==> src/rtl/accion_heroe.sv <==
// Hero action sequencer: turns keypad moves into timed fly/jump/duck actions,
// judges obstacles against the current action and keeps score, lives and game-over.
module accion_heroe #(
  parameter int T_ACCION = 8,
  parameter int T_ENFRIA = 2,
  parameter int T_INMUNE = 6,
  parameter int VIDAS    = 3
) (
  input  logic       clk,
  input  logic       rst,
  input  logic       tick,
  input  logic [3:0] presente,
  input  logic       keypad_pressed,
  input  logic [4:0] key,
  input  logic       obs_valid,
  input  logic [3:0] obs_aleo,
  output logic [1:0] mov,
  output logic       busy,
  output logic       hit,
  output logic [7:0] score,
  output logic [1:0] vidas,
  output logic       game_over
);

  typedef enum logic [2:0] {
    S_IDLE,
    S_ACCION,
    S_ENFRIA,
    S_GOLPE,
    S_FIN
  } estado_t;

  localparam logic [7:0] CNT_ACCION = 8'(T_ACCION);
  localparam logic [7:0] CNT_ENFRIA = 8'(T_ENFRIA);
  localparam logic [7:0] CNT_INMUNE = 8'(T_INMUNE);
  localparam logic [1:0] VIDAS_INI  = 2'(VIDAS);

  estado_t    estado_q, estado_d;
  logic [7:0] cnt_q, cnt_d;
  logic [1:0] mov_q, mov_d;
  logic       hit_q, hit_d;
  logic [7:0] score_q, score_d;
  logic [1:0] vidas_q, vidas_d;
  logic       go_q, go_d;
  logic       juego_q;

  logic       juego;
  logic       inicio;
  logic       choque;
  logic [1:0] mov_req;
  logic [1:0] mov_key;

  function automatic logic [7:0] sat_inc8(input logic [7:0] v);
    return (v == 8'hFF) ? 8'hFF : v + 8'd1;
  endfunction

  // Action that clears each obstacle type; 0 means nothing to dodge.
  function automatic logic [1:0] req_mov(input logic [3:0] aleo);
    case (aleo)
      4'd1:    return 2'd2;
      4'd2:    return 2'd3;
      4'd3:    return 2'd1;
      default: return 2'd0;
    endcase
  endfunction

  function automatic logic [1:0] key_to_mov(input logic [4:0] k);
    case (k)
      5'd2:    return 2'd1;
      5'd6:    return 2'd2;
      5'd8:    return 2'd3;
      default: return 2'd0;
    endcase
  endfunction

  assign juego   = (presente == 4'd3);
  assign inicio  = juego && !juego_q;
  assign mov_req = req_mov(obs_aleo);
  assign mov_key = key_to_mov(key);

  always_comb begin
    estado_d = estado_q;
    cnt_d    = cnt_q;
    mov_d    = mov_q;
    hit_d    = 1'b0;
    score_d  = score_q;
    vidas_d  = vidas_q;
    go_d     = go_q;
    choque   = 1'b0;

    if (!juego) begin
      estado_d = S_IDLE;
      cnt_d    = 8'd0;
      mov_d    = 2'd0;
    end else if (inicio) begin
      estado_d = S_IDLE;
      cnt_d    = 8'd0;
      mov_d    = 2'd0;
      score_d  = 8'd0;
      vidas_d  = VIDAS_INI;
      go_d     = 1'b0;
    end else begin
      if (obs_valid && estado_q != S_GOLPE && estado_q != S_FIN) begin
        if (mov_req == 2'd0 || mov_req == mov_q) begin
          score_d = sat_inc8(score_q);
        end else begin
          choque  = 1'b1;
          hit_d   = 1'b1;
          vidas_d = vidas_q - 2'd1;
          mov_d   = 2'd0;
          if (vidas_q == 2'd1) begin
            estado_d = S_FIN;
            cnt_d    = 8'd0;
            go_d     = 1'b1;
          end else begin
            estado_d = S_GOLPE;
            cnt_d    = CNT_INMUNE;
          end
        end
      end

      // A hit overrides whatever the action FSM would have done this cycle.
      if (!choque) begin
        case (estado_q)
          S_IDLE: begin
            if (keypad_pressed && mov_key != 2'd0) begin
              estado_d = S_ACCION;
              mov_d    = mov_key;
              cnt_d    = CNT_ACCION;
            end
          end
          S_ACCION: begin
            if (tick) begin
              if (cnt_q == 8'd1) begin
                mov_d = 2'd0;
                if (CNT_ENFRIA == 8'd0) begin
                  estado_d = S_IDLE;
                  cnt_d    = 8'd0;
                end else begin
                  estado_d = S_ENFRIA;
                  cnt_d    = CNT_ENFRIA;
                end
              end else begin
                cnt_d = cnt_q - 8'd1;
              end
            end
          end
          S_ENFRIA, S_GOLPE: begin
            if (tick) begin
              if (cnt_q == 8'd1) begin
                estado_d = S_IDLE;
                cnt_d    = 8'd0;
              end else begin
                cnt_d = cnt_q - 8'd1;
              end
            end
          end
          default: ;
        endcase
      end
    end
  end

  always_ff @(posedge clk or posedge rst) begin
    if (rst) begin
      estado_q <= S_IDLE;
      cnt_q    <= 8'd0;
      mov_q    <= 2'd0;
      hit_q    <= 1'b0;
      score_q  <= 8'd0;
      vidas_q  <= VIDAS_INI;
      go_q     <= 1'b0;
      juego_q  <= 1'b0;
    end else begin
      estado_q <= estado_d;
      cnt_q    <= cnt_d;
      mov_q    <= mov_d;
      hit_q    <= hit_d;
      score_q  <= score_d;
      vidas_q  <= vidas_d;
      go_q     <= go_d;
      juego_q  <= juego;
    end
  end

  assign mov       = mov_q;
  assign busy      = (estado_q == S_ACCION) || (estado_q == S_ENFRIA) || (estado_q == S_GOLPE);
  assign hit       = hit_q;
  assign score     = score_q;
  assign vidas     = vidas_q;
  assign game_over = go_q;

endmodule
==> config.mk <==
export PLATFORM = sky130hd
export DESIGN_NAME = accion_heroe
export DESIGN_NICKNAME = d
export VERILOG_FILES = /design/src/rtl/accion_heroe.sv
export SDC_FILE = /design/constraint.sdc
export NUM_CORES = 1
export LEC_CHECK = 0
export ABC_AREA = 0
export BUFFER_PORTS_ARGS = -buffer_cell sky130_fd_sc_hd__clkbuf_2
export CORE_MARGIN = 2
export CORE_UTILIZATION = 35
export CTS_CLUSTER_DIAMETER = 200
export DETAILED_ROUTE_END_ITERATION = 8
export PLACE_DENSITY = 0.66
export SYNTH_ARGS = -nofsm -noshare
export SYNTH_HDL_FRONTEND = slang
export SYNTH_SLANG_ARGS = --single-unit
==> constraint.sdc <==
create_clock -name clk -period 1.7 [get_ports clk]
set_input_delay 0.425 -clock clk [delete_from_list [all_inputs] [get_ports clk]]
set_output_delay 0.425 -clock clk [all_outputs]
set_load 0.01 [all_outputs]
After elaboration in Yosys (flattened, before gate mapping)

Index checks and enable logic that the tools add are counted.

Flip-flop bits (word level): 26
Output and inout port bits: 15
Logic and storage cells: 98

Add/sub/neg operators: 3
Equal/unequal tests: 17
Muxes and demuxes: 52
Reductions and logical operators: 18

Operators with widths:

| kind                                                                   | count |
|---|---|
| 8-bit 2-to-1 mux                                                       | 14 |
| 3-bit 2-to-1 mux                                                       | 12 |
| 8-bit one-hot mux with 3 select lines                                  | 1 |
| 2-bit 2-to-1 mux                                                       | 11 |
| 4-bit by 2-bit equality test with 1-bit output (second input constant) | 3 |
| 2-bit one-hot mux with 3 select lines                                  | 2 |
| 1-bit 2-to-1 mux                                                       | 10 |
| 3-bit one-hot mux with 3 select lines                                  | 1 |
| 8-bit by 1-bit adder with 8-bit output (second input constant)         | 1 |
| 8-bit by 1-bit equality test with 1-bit output (second input constant) | 1 |
| 8-bit equality test (second input constant)                            | 1 |
| 2-bit nonzero test                                                     | 4 |
| 8-bit by 1-bit subtractor with 8-bit output (second input constant)    | 1 |
| 3-bit by 2-bit equality test with 1-bit output (second input constant) | 2 |
| 3-bit AND reduction                                                    | 2 |
| 5-bit by 2-bit equality test with 1-bit output (second input constant) | 1 |
| 5-bit by 3-bit equality test with 1-bit output (second input constant) | 1 |
| 5-bit by 4-bit equality test with 1-bit output (second input constant) | 1 |
| 4-bit by 1-bit equality test with 1-bit output (second input constant) | 1 |
| 1-bit logical AND                                                      | 4 |
| 2-bit one-hot mux with 2 select lines                                  | 1 |
| 4-bit AND reduction                                                    | 1 |
| 3-bit by 1-bit equality test with 1-bit output (second input constant) | 1 |
| 3-bit zero test                                                        | 1 |
| 10 further kinds                                                       | 12 |

Logic depth before layout (Yosys ltp)

Gate-level depths: netlist of the first run.

Depth in word-level cells: 12
Depth in mapped cells: 7
Mapped depth without buffers: 7

Worst setup path before layout of the first run

OpenSTA, ideal clock, no wires.

Path type: reg-to-reg
From: register cnt_q[1]
To: register estado_q[0]
Library setup time: 0.145 ns
Data arrival time: 1.744 ns
Data required time: 1.555 ns
Slack: -0.189 ns
Stages on the path, launching flop included: 7
Buffers on the path: 0
Period minus slack after synthesis: 1.889 ns
Path through: dfrtp_1 > inv_1 > ha_1 > or4b_4 > or4_4 > o21ai_0 > a31oi_1

Word-level cells in the longest chain between the ends: 7

RTL lines:

| what                                             | line     | source |
|---|---|---|
| start, declared                                  | 39       | `logic [7:0] cnt_q, cnt_d;` |
| start signal, assigned                           | 176      | `cnt_q <= cnt_d;` |
| 8-bit by 1-bit equality test with 1-bit output * | 134, 150 |  |
| 3-bit 2-to-1 mux (on tied branches)              | 150, 134 |  |
| 3-bit 2-to-1 mux (on tied branches)              | 149, 133 |  |
| 3-bit one-hot mux with 3 select lines *          | 124      | `case (estado_q)` |
| 3-bit 2-to-1 mux *                               | 123      | `if (!choque) begin` |
| 3-bit 2-to-1 mux *                               | 95       | `end else if (inicio) begin` |
| 3-bit 2-to-1 mux *                               | 91       | `if (!juego) begin` |
| via estado_d[0]                                  | 38       | `estado_t estado_q, estado_d;` |
| end signal, assigned                             | 175      | `estado_q <= estado_d;` |
| end, declared                                    | 38       |  |

Mark *: on every way through the listed nets, which the timed path passes. The rest lies on a longest branch.
A chain may end at the register's enable or synchronous reset.

Final worst setup path of the first run

From: register cnt_q[1]
To: register mov_q[1] (netlist: mov[1])

Word-level cells in the longest chain between the ends: 7

RTL lines:

| what                                           | line | source |
|---|---|---|
| 8-bit by 1-bit equality test with 1-bit output | 134  | `if (cnt_q == 8'd1) begin` |
| 2-bit 2-to-1 mux                               | 134  |  |
| 2-bit 2-to-1 mux                               | 133  | `if (tick) begin` |
| 2-bit one-hot mux with 2 select lines          | 124  |  |
| 2-bit 2-to-1 mux                               | 123  |  |
| 2-bit 2-to-1 mux                               | 95   |  |
| 2-bit 2-to-1 mux                               | 91   |  |
| via mov_d[1]                                   | 40   | `logic [1:0] mov_q, mov_d;` |
| end signal, assigned                           | 177  | `mov_q <= mov_d;` |
| end, declared                                  | 40   |  |

The timed path passes the listed nets, and every way through them passes these cells.

==> results of run 1 <==
cells in the mapped netlist, types with 4 or more instances:
library cell,count,area (µm²)
o21ai_0,9,45.0
dfrtp_1,24,601
nor2_1,22,82.6
a31oi_1,9,56.3
nand3_1,7,35.0
a21oi_1,8,40.0
inv_1,10,37.5
ha_1,4,50.1
nand2_1,14,52.6
nor3_1,5,25.0
per-stage QoR:
stage	cell area (µm²)	hold slack, ns	setup slack [ns]	std cells	total power (µW)
after floorplan	1670	0.464	-0.160	177	710
after global routing	2400	0.199	-0.353	304	1350
after detailed placement	2130	0.482	-0.231	292	773
after global placement	2130	0.487	-0.215	292	771
after CTS	2280	0.181	-0.243	300	1300
final	2400	0.168	-0.253	304	1290
power by group through the flow:
stage / Clock (µW) / Combinational (µW) / Sequential (µW)
2_1_floorplan: 0 / 55.9 / 654
3_3_place_gp: 0 / 119 / 652
3_5_place_dp: 0 / 119 / 654
4_1_cts: 534 / 126 / 642
5_1_grt: 563 / 144 / 644
6_report: 519 / 130 / 641
cell families after synthesis:
| kind of cell | synth area share |
|---|---|
| buffers and inverters | 0.0361 |
| xor gates and xnor gates | 0.0107 |
| adders and majority gates | 0.0307 |
| and+or+nand+nor | 0.313 |
| AOI/OAI and AO/OA | 0.196 |
| muxes | 0.0123 |
| DFF | 0.401 |
layout make-up:
type                            count  area, µm²  share of cell area
Inverter                           10       37.5              0.0156
Clock buffer                        3       41.3              0.0172
Timing Repair Buffer               74        498               0.207
Clock inverter                      1       30.0              0.0125
Tap cell                           52       65.1              0.0271
Sequential cell                    26        654               0.273
Multi-Input combinational cell    138       1070               0.448
what timing repair did:
item / CTS / global route
resized for setup: 9 / 21
setup buffers: 4 / 5
pin swaps: 5 / 14
endpoints found under the setup margin: 20 / 23
how the worst max path moves through the flow:
stage                         from  endpoint  slack, ns  depth (start not counted)
after floorplan           cnt_q[1]  cnt_q[4]      -0.16                          6
after global placement    cnt_q[1]  cnt_q[4]      -0.21                          6
after detailed placement  cnt_q[1]    mov[0]      -0.23                          7
after CTS                 cnt_q[1]    mov[0]      -0.24                          7
after global routing      cnt_q[1]    mov[0]      -0.35                          7
final                     cnt_q[1]    mov[1]      -0.25                          7
tightest hold or removal path, stage by stage:
cell and delay, ns:
clkbuf_2 0.08, inv_1 0.04, buf_4 0.31
flip-flops by register name (all words and copies together) (netlist names):
signal and cells:
estado_q 3, mov 2, game_over 1, score 8, cnt_q 8, juego_q 1
hit 1, vidas 2
routing by layer:
| metal | global-route usage | vias up |
|---|---|---|
| met3 | 0.0194 | 5 |
| met5 | 0 | - |
| li1 | - | 820 |
| met1 | 0.237 | 743 |
| met4 | 0.0692 | 0 |
| met2 | 0.244 | 40 |
layout by cell type, fill, tap and decap left out, types with 3 or more instances in the layout:
master | synthesis | layout
clkbuf_2 | 0 | 31
nor4_1 | 3 | 3
nor3_1 | 5 | 4
buf_4 | 0 | 40
inv_1 | 10 | 8
a31oi_1 | 9 | 9
nand2_1 | 14 | 13
dfrtp_1 | 24 | 23
nor2_1 | 22 | 19
a22o_1 | 3 | 3
o21ai_0 | 9 | 7
ha_1 | 4 | 3
a21oi_1 | 8 | 7
nand3_1 | 7 | 6
clkbuf_8 | 0 | 3
==> results.py, run 1 <==
metrics = {
    "outcome": {
        "status": "finished with violations",
        "violations": "setup timing",
    },
    "finish": {
        "final_nets": 275,
        "drive_gt1_frac": 0.460,
        "nFillCells": 378,
        "finish.utilization": 0.544,
        "antennaDiodeCount": 0,
        "area_growth_pct": 47.3,
    },
    "power_and_ir_drop": {
        "intPower_uw": 1010,
        "switching_share": 0.218,
        "sequentialPowerShare": 0.497,
        "power_density_mw_per_mm2": 537,
        "total_leakage_power_uw": 0.00106,
        "p_sw_uw": 281,
        "combPwrFrac": 0.101,
        "pwr-share-clk": 0.402,
        "ir_drop_mv": 0.306,
    },
    "placed_design": {
        "hpwl_um": 2970,
        "gp_congestion": 0.832,
        "io_buffers": 32,
    },
    "yosys": {
        "syn-num-nets": 199,
        "ys_ff_latch": 26,
        "avgSynthCellArea_um2": 9.21,
        "ys_warn_count": 0,
        "synth_cell_types": 51,
        "synthArstFlopShare": 1.00,
        "netlist_area_mm2": 0.00163,
        "ys_seq_area_frac": 0.401,
        "ys.flop_type": "dfrtp_1",
        "synth-edff-count": 0,
        "synth_cells": 177,
    },
    "critical_path": {
        "crit_slowest_cell": "or4b_4",
        "crit_chain": "inv_2, ha_4, or4b_4, nor4_4, nand4b_1, a31oi_1, nor2_1",
        "crit_family": "simple AND/OR/NAND/NOR gates",
        "r2r_cells": 7,
        "reg2reg_setup_slack_ns": -0.25,
        "critPathCaptureType": "register",
        "critPathRequiredTime_ns": 1.87,
        "cp.arrival_ns": 2.12,
        "slowest_delay_ns": 0.47,
        "cp_max_fo": 4,
        "crit_type": "register to register",
        "r2r_start": "cnt_q[1]",
        "cp-start-kind": "register",
        "r2r_end": "mov[1]",
        "cp_num_buf_inv": 1,
    },
    "timing": {
        "hold_viol": 0,
        "fin_ws_ns": -0.253,
        "period_minus_slack_ns": 1.95,
        "maxSlewHeadroom": 0.690,
        "fmax_mhz": 512,
        "fin_worst_skew_ns": 0.00542,
        "drv_slew": 0,
        "rsz0062_at_grt": "yes",
        "setup_tns_ns": -1.83,
        "fin_crit_sh": 1.15,
        "setup_viol_count_final": 12,
        "tightest_slew_ns": 0.462,
    },
    "floorplanning": {
        "rows": 24,
        "die_w_um": 72.3,
        "core_area_mm2": 0.00441,
        "die_h_um": 72.3,
        "die-area_mm2": 0.00522,
        "num_io_pins": 33,
        "initial_utilization": 0.369,
    },
    "drt": {
        "dr_wl_met3_um": 154,
        "routedLengthMet1_um": 2030,
        "post_drt_wl_per_cell_um": 13.7,
        "drc_errors": 0,
        "highest_layer": "met4",
        "viasPerCell": 5.29,
        "first_iter_violations": 86,
        "wl_um": 4160,
        "final_antenna_net_count": 0,
        "vias": 1608,
        "wl_met2_um": 1900,
        "dr.pass1.iters": 4,
    },
    "clocking": {
        "htreeDepth": 1,
        "root_buffer": "clkbuf_8",
        "clock_sinks": 26,
        "clk_latency_ns": 0.28,
        "clk_path_buf_depth": 2,
        "clk_pin_slew_ns": 0.09,
        "cts_tree": "yes",
        "cts_made_buffers": 3,
        "cts_hold_buf": 0,
    },
    "grt": {
        "grtUsageTotal": 0.163,
        "grt_pass1_vias": 1428,
        "grt_pass1_wl_um": 6600,
        "gr-total-overflow": 0,
        "grt_max_degree": 27,
        "antenna_found_initial": 0,
    },
    "run": {
        "drv_cap": 0,
    },
    "min_path": {
        "hold_path.class": "primary input to async pin",
    },
}
(Power assumes the default switching activity.)
==> run 2, diff against run 1 <==
Settings changed: PLACE_DENSITY 0.66 to 0.64.
Clock period 1.7 ns to 2 ns, I/O delays scaled along.
==> run 2 against run 1 <==
The run now ends clean. Critical path depth unchanged. Maximum frequency up 0.44%. Cell area down 13%. Global-route usage down 0.22 points. First-iteration DRC count down 4.7%. Critical path type unchanged. Largest cell class unchanged.
==> results.py, run 2 (synthesis gave the netlist of run 1 again) <==
metrics = {
    "clocking": {
        "clk_pin_slew_ns": 0.09,
        "clock_sinks": 26,
        "root_buffer": "clkbuf_8",
        "cts_tree": "yes",
        "htreeDepth": 1,
        "cts_made_buffers": 3,
        "clk_path_buf_depth": 2,
        "clk_latency_ns": 0.26,
        "cts_hold_buf": 0,
    },
    "critical_path": {
        "crit_start": "cnt_q[1]",
        "crit_type": "register to register",
        "r2r_start": "cnt_q[1]",
        "critPathCaptureType": "register",
        "r2r_end": "cnt_q[1]",
        "cp_num_buf_inv": 1,
        "cp-start-kind": "register",
        "cp_max_fo": 3,
        "cp_num_cells": 7,
        "r2r_cells": 7,
        "crit_chain": "inv_2, ha_4, or4b_4, or4_4, nand3_2, nand3_2, a31oi_1",
        "reg2reg_setup_slack_ns": 0.06,
        "crit_path_end": "cnt_q[1]",
        "slowest_delay_ns": 0.48,
        "crit_family": "simple AND/OR/NAND/NOR gates",
        "cp.arrival_ns": 2.12,
        "critPathRequiredTime_ns": 2.18,
        "timing.critical_path.mode_cell": "nand3_2",
        "crit_slowest_cell": "or4b_4",
    },
    "drt": {
        "post_drt_wl_per_cell_um": 13.8,
        "final_antenna_net_count": 0,
        "first_iter_violations": 82,
        "dr.pass1.iters": 4,
        "vias": 1540,
        "drc_errors": 0,
        "wl_um": 3920,
        "viasPerCell": 5.40,
    },
    "grt": {
        "grt_pass1_wl_um": 6710,
        "grtUsageTotal": 0.160,
        "grtUsageMet3": 0.0264,
        "gr-usage-met2": 0.252,
        "use_met1": 0.226,
        "gr-total-overflow": 0,
        "antenna_found_initial": 0,
        "grt_pass1_vias": 1477,
        "top_usage_layer": "met2",
        "grt_max_degree": 27,
    },
    "timing": {
        "hold_viol": 0,
        "tightest_slew_ns": 0.682,
        "period_minus_slack_ns": 1.94,
        "fmax_mhz": 514,
        "rsz0062_at_grt": "yes",
        "maxSlewHeadroom": 0.540,
        "fin_ws_ns": 0.0560,
        "drv_slew": 0,
        "setup_viol_count_final": 0,
        "fin_worst_skew_ns": 0.00481,
        "setup_tns_ns": 0,
        "fin_crit_sh": 0.972,
    },
    "floorplanning": {
        "die_h_um": 72.3,
        "die-area_mm2": 0.00522,
        "core_area_mm2": 0.00441,
        "initial_utilization": 0.369,
        "num_io_pins": 33,
        "rows": 24,
        "die_w_um": 72.3,
    },
    "finish": {
        "area_growth_pct": 27.6,
        "layout_common_cells": "clkbuf_2 (32), buf_4 (24), dfrtp_1 (23)",
        "final_nets": 257,
        "finish.utilization": 0.471,
        "drive_gt1_frac": 0.361,
        "layout_commonest_cell": "clkbuf_2",
        "nFillCells": 412,
        "antennaDiodeCount": 0,
    },
    "power_and_ir_drop": {
        "power_density_mw_per_mm2": 446,
        "total_leakage_power_uw": 0.000901,
        "ir_drop_mv": 0.300,
        "total_power_uw": 927,
    },
    "min_path": {
        "hold_path.class": "primary input to async pin",
    },
    "placed_design": {
        "pre_cts_ws_ns": -0.0627,
        "hpwl_um": 2960,
        "gp_congestion": 0.835,
        "io_buffers": 32,
    },
    "outcome": {
        "status": "complete, no violations",
    },
    "run": {
        "drv_cap": 0,
    },
}
[run 2: power by group]
part / leakage, µW / switching, µW / internal [µW]
registers: 0.000354 / 9.25 / 535
clock network: 0.0000216 / 152 / 135
logic: 0.000525 / 50.0 / 46.6
total: 0.000901 / 211 / 717
[run 2: worst min-delay path by stage]
| stage | start | to | slack, ns | cells after the start |
|---|---|---|---|---|
| 2_1_floorplan | vidas[1] | vidas[1] | 0.49 | 2 |
| 3_3_place_gp | vidas[1] | vidas[1] | 0.49 | 2 |
| 3_5_place_dp | vidas[1] | vidas[1] | 0.49 | 2 |
| 4_1_cts | rst | hit | 0.27 | 3 |
| 5_1_grt | rst | score[1] | 0.29 | 3 |
| 6_report | rst | score[1] | 0.26 | 3 |
[run 2: cell type report]
cell class / count / area, µm² / area share
repair buffers: 56 / 340 / 0.164
inverters: 10 / 37.5 / 0.0180
clock buffers: 3 / 41.3 / 0.0198
flip-flops and latches: 26 / 654 / 0.314
well taps: 52 / 65.1 / 0.0313
multi-input cells: 138 / 942 / 0.453
[run 2: layer usage]
| layer | part of all wire | routed length (µm) | vias to the layer above |
|---|---|---|---|
| met5 | 0 | 0 | - |
| met1 | 0.47 | 1830 | 709 |
| met2 | 0.45 | 1770 | 45 |
| met4 | 0.020 | 78 | 0 |
| met3 | 0.061 | 239 | 6 |
| li1 | - | - | 780 |
[run 2: stage by stage]
stage               hold WS (ns)  instance area, µm²  std cells
floorplan                  0.491                1630        177
global placement           0.488                1980        278
detailed placement         0.489                1980        278
CTS                        0.273                2030        281
global route               0.289                2080        285
finish                     0.260                2080        285
[run 2: tightest hold or removal path: stages]
cell and delay, ns:
clkbuf_2 0.08, inv_1 0.04, buf_4 0.31
[run 2: what timing repair did]
action	CTS	global route
resized for setup	3	6
hold endpoints to repair	0	0
setup endpoints to repair	3	9
buffers inserted	0	4
pin swaps	1	2
